===== src/rtl/z_writeback_seq.sv =====
// Z register pair capture and one/two-word writeback sequencer between the ALU and the register file.
// Multiply and divide results go out as LO then HI; every other opcode writes back a single LO word.
module z_writeback_seq #(
  parameter int unsigned DATA_W = 32,
  parameter logic [4:0]  MUL_OP = 5'b01111,
  parameter logic [4:0]  DIV_OP = 5'b10000,
  parameter int unsigned CNT_W  = 16
) (
  input  logic                  clock,
  input  logic                  clear,
  input  logic                  in_valid,
  output logic                  in_ready,
  input  logic [2*DATA_W-1:0]   in_result,
  input  logic [4:0]            in_opcode,
  output logic                  wb_valid,
  input  logic                  wb_ready,
  output logic [DATA_W-1:0]     wb_data,
  output logic                  wb_hi,
  output logic [DATA_W-1:0]     zhi_q,
  output logic [DATA_W-1:0]     zlo_q,
  output logic [CNT_W-1:0]      ops_done
);

  typedef enum logic [1:0] {
    IDLE  = 2'd0,
    WR_LO = 2'd1,
    WR_HI = 2'd2
  } state_t;

  state_t state;
  logic   two_word;

  always_comb begin
    in_ready = (state == IDLE);
  end

  // wb_data is loaded one step ahead of each state so it is a pure register output.
  always_ff @(posedge clock or posedge clear) begin
    if (clear) begin
      state    <= IDLE;
      two_word <= 1'b0;
      zhi_q    <= '0;
      zlo_q    <= '0;
      wb_valid <= 1'b0;
      wb_data  <= '0;
      wb_hi    <= 1'b0;
      ops_done <= '0;
    end else begin
      unique case (state)
        IDLE: begin
          if (in_valid) begin
            zhi_q    <= in_result[2*DATA_W-1:DATA_W];
            zlo_q    <= in_result[DATA_W-1:0];
            two_word <= (in_opcode == MUL_OP) || (in_opcode == DIV_OP);
            wb_valid <= 1'b1;
            wb_data  <= in_result[DATA_W-1:0];
            wb_hi    <= 1'b0;
            state    <= WR_LO;
          end
        end
        WR_LO: begin
          if (wb_ready) begin
            if (two_word) begin
              wb_data <= zhi_q;
              wb_hi   <= 1'b1;
              state   <= WR_HI;
            end else begin
              wb_valid <= 1'b0;
              ops_done <= ops_done + CNT_W'(1);
              state    <= IDLE;
            end
          end
        end
        WR_HI: begin
          if (wb_ready) begin
            wb_valid <= 1'b0;
            wb_hi    <= 1'b0;
            ops_done <= ops_done + CNT_W'(1);
            state    <= IDLE;
          end
        end
        default: begin
          wb_valid <= 1'b0;
          wb_hi    <= 1'b0;
          state    <= IDLE;
        end
      endcase
    end
  end

endmodule


===== config.mk =====
export PLATFORM = sky130hd
export DESIGN_NAME = z_writeback_seq
export DESIGN_NICKNAME = d
export VERILOG_FILES = /design/src/rtl/z_writeback_seq.sv
export SDC_FILE = /design/constraint.sdc
export NUM_CORES = 1
export LEC_CHECK = 0
export ABC_CLOCK_PERIOD_IN_PS = 7700
export BUFFER_PORTS_ARGS = -buffer_cell sky130_fd_sc_hd__buf_2
export CAP_MARGIN = 15
export CORE_ASPECT_RATIO = 0.9
export CORE_MARGIN = 2
export CORE_UTILIZATION = 52
export CTS_CLUSTER_SIZE = 30
export DETAILED_ROUTE_END_ITERATION = 6
export HOLD_SLACK_MARGIN = 0.03
export PLACE_DENSITY = 0.9
export SLEW_MARGIN = 20
export SYNTH_ARGS = -nofsm -noshare
export SYNTH_HDL_FRONTEND = slang
export SYNTH_SLANG_ARGS = --single-unit

===== constraint.sdc =====
create_clock -name clock -period 7.7 [get_ports clock]
set_input_delay 1.54 -clock clock [delete_from_list [all_inputs] [get_ports clock]]
set_output_delay 1.54 -clock clock [all_outputs]
set_load 0.01 [all_outputs]

Word level (Yosys, flattened, before mapping)
Cells that the tools add are included.

Register bits after elaboration: 117. Logic and storage cells: 50. Output and inout bits: 115. Input port bits: 73.

Add/sub/neg operators: 1. Eq/ne operators: 9. Mux-type cells: 22. Reduce and logical (&&, ||, !) cells: 10.

Operators with widths (number): $mux 32 (3); $pmux 32 s2 (1); $mux 16 (3); $pmux 16 s2 (1); $add 16x1->16 const B (1); $reduce_and 4->1 (4); $ne 2x2->1 const B (5); $mux 2 (4); $mux 1 (7); $pmux 1 s3 (2); $pmux 2 s3 (1); $eq 5x4->1 const B (1); $eq 5x5->1 const B (1); $reduce_bool 2->1 (2); $reduce_and 3->1 (1); $eq 2x1->1 const B (1); $eq 2x2->1 const B (1); $logic_not 2->1 (1); $reduce_and 2->1 (1); $logic_or 1x1->1 (1).

Logic depth before layout (Yosys ltp)
Depth after elaboration: 4. Gate-level depth with buffers: 7. Mapped depth without buffers: 5.

Least setup slack after synthesis
OpenSTA, ideal clock, no wires.

Path type: input to register. Start: in wb_ready. End: reg wb_data[0]. Library setup time: 0.082 ns. Stages: 6. Data required time: 7.618 ns. Slack: 4.966 ns. Arrival time: 2.652 ns. Path buffers: 2. Cells stage by stage: clkbuf_1 > nand3_1 > a21oi_2 > clkbuf_1 > nor2_1 > a31oi_1.

Word-level cells in the longest chain between the ends: 2.

RTL lines: from (decl) (line 16) `input logic wb_ready,`; $ne 2x2->1 (no line); $reduce_and 4->1 (no line); to (signal assigned) (line 56) `wb_data <= in_result[DATA_W-1:0];`; to (signal assigned) (line 64) `wb_data <= zhi_q;`; to (decl) (line 17) `output logic [DATA_W-1:0] wb_data,`.

Every way passes these cells. A chain may end at the register's enable or synchronous reset.

Worst setup path after layout
Start: reg state[1]. End: out in_ready.

Word-level cells in the longest chain between the ends: 1.

RTL lines: from (decl) (line 30) `state_t state;`; from (signal assigned) (line 40) `state <= IDLE;`; from (signal assigned) (line 58) `state <= WR_LO;`; from (signal assigned) (line 66) `state <= WR_HI;`; $logic_not 2->1 (line 34) `in_ready = (state == IDLE);`; to (decl) (line 12) `output logic in_ready,`.

Every way passes these cells.

==> metrics.cfg <==
[placed_design]
place_area_mm2=0.00584
dpl.hpwl_um=8780
pre_cts_slack_ps=4400
io_buffers=187
numPlacedInstances=823
gp_congestion=0.806

[global_routing]
grt_max_degree=78
grt.total_usage_pct=26.4
grt_pass1_vias=4332
grt_overflow_total=0
antenna_found_initial=0
grt_first_pass_wirelength_um=21000

[clock_tree]
cts_tree=yes
path_clk_slew_ps=60
cts_hold_buf=0
postCtsResizedCells=0
root_buffer=clkbuf_8
post_cts_buffers=0
cts_made_buffers=17
htree_levels=4
clock_sinks=117
cts_buffer_depth=2
clk_latency_ps=490

[timing]
tightestPinTransition_ps=941
layout_setup_ws_ps=4690
clock_skew_ps=9.20
final-hold-violation-count=0
clock.fmax_ghz=0.332
period_share_pct=39.1
period_needed_ps=3010
fin_hold_ws_ps=471
maxSlewHeadroom_pct=37.3
tns_ps=0
maxSlewViolCount=0
rsz0062_at_grt=no
finalSetupViolations=0

[die]
dieArea_mm2=0.0100
core-area_mm2=0.00904
start_util_pct=53.2
ios=188
die_y_um=95.2
fp-row-count=33
die_x_um=105

[critical_path]
arrival_ps=1470
end_kind=output port
crit_required_ps=6160
criticalPathCategory=flip-flop to output port
cp_max_fo=9
critPathLaunchType=flip-flop
r2r_cells=5

[final_layout]
areaGrowthSynthToFinish_pct=33.5
post-route-util_pct=71.0
layout-drive-gt1-share_pct=31.5
final_common_cell=nand2_1
post-route-cell-area_mm2=0.00642
diodes=0
layout.cells.non_filler=855
fin_nets=794
mostFrequentLayoutCells=263 x nand2_1, 187 x buf_2, 117 x dfrtp_1, 35 x nor2_1, 32 x a31oi_1

[synthesis]
syn_inst=540
netlist-cell-type-count=32
synthTopCellsByArea=dfrtp_1 61%, nand2_1 21%, a31oi_1 4.2%
syn-cell-area_mm2=0.00481
syn_avg_cell_area_um2=8.91
yosysTopAreaCell=dfrtp_1
yosysWarnings=0
synth-seq-area-share_pct=60.9
synthesis.nets=614
ys_seq_elements=117
yosys.area.top_type_share_pct=60.9

[drt]
drt_iter0_markers=209
via_count=4420
first_pass_iters=4
ant_nets=0
wl_um=12800
wl_per_cell_um=14.9
via_per_inst=5.17
drc=0

[power]
peakVddDrop_uv=240
powerDensity_mw_per_mm2=458
leakagePower_nw=3.46
p_total_mw=2.94

[outcome]
outcome=finished clean

[worst_hold_path]
holdPathStages=2
hold_class=flip-flop to flip-flop

[job]
cap_violations=0

[synth_stat cells]
cell	count
and4_1	2
nor3_1	2
a21oi_1	4
ha_1	1
clkbuf_1	27
dfrtp_1	117
nand2b_1	3
inv_1	3
a21oi_2	1
nor2b_1	2
nor4_1	1
nand3_1	7
xor2_1	3
nand4_1	7
a211oi_4	1
mux2_2	1
nand2_1	264
a31oi_1	32
buf_1	2
a21boi_1	1
or2b_1	1
or3b_4	1
buf_2	1
o22ai_1	1
xnor2_1	12
o21ai_0	2
o2bb2ai_1	1
nor2_1	35
a211oi_1	1
a211o_1	1
and2_1	1
and3_1	2
[final timing paths]
path                          endpoint  startpoint  slack, ps
max                           in_ready    state[1]       4690
min                          zlo_q[12]   zlo_q[12]        470
max reg2reg                wb_data[21]    state[0]       5600
min reg2reg                  zlo_q[12]   zlo_q[12]        470
max in group asynchronous     zlo_q[2]       clear       5280
min in group asynchronous    zhi_q[27]       clear       1090
[routing by layer]
metal	wire length, um	global-route usage, %
met2	6510	45.1
met5	0	0
met4	250	9.33
met1	5310	33.7
met3	706	5.81
[cell type report]
type	instances	area [um2]
Tap cell	122	153
Fill cell	707	2620
Multi-Input combinational cell	390	1780
Sequential cell	117	2930
Clock buffer	17	414
Clock inverter	15	169
Timing Repair Buffer	191	966
Inverter	3	13.8
[sequential cells by signal, indices dropped and copies added, names as in the netlist]
register / cells
wb_hi: 1
wb_valid: 1
ops_done: 16
wb_data: 32
zhi_q: 32
state: 2
two_word: 1
zlo_q: 32
[logic make-up (layout without fill, tap and decap cells)]
kind of cell / count (synthesis) / count (layout) / share of synthesized area [%]
xor+xnor: 15 / 15 / 2.73
fa+ha+maj: 1 / 1 / 0.260
simple gates: 328 / 328 / 27.1
mux: 1 / 1 / 0.234
flops: 117 / 117 / 60.9
compound gates: 45 / 45 / 6.19
buf+inv: 33 / 226 / 2.60
[power by group]
group / leakage (nW) / switching (mW) / total [mW] / internal, mW
Clock: 0.284 / 0.301 / 0.771 / 0.470
Combinational: 1.75 / 0.673 / 1.08 / 0.406
Sequential: 1.43 / 0.201 / 1.09 / 0.892
[worst max-delay path, cell delays in order, from the launching register on]
cell and delay [ps]:
dfrtp_1 490, nor2_1 300, buf_2 200
(Power assumes the default switching activity.)
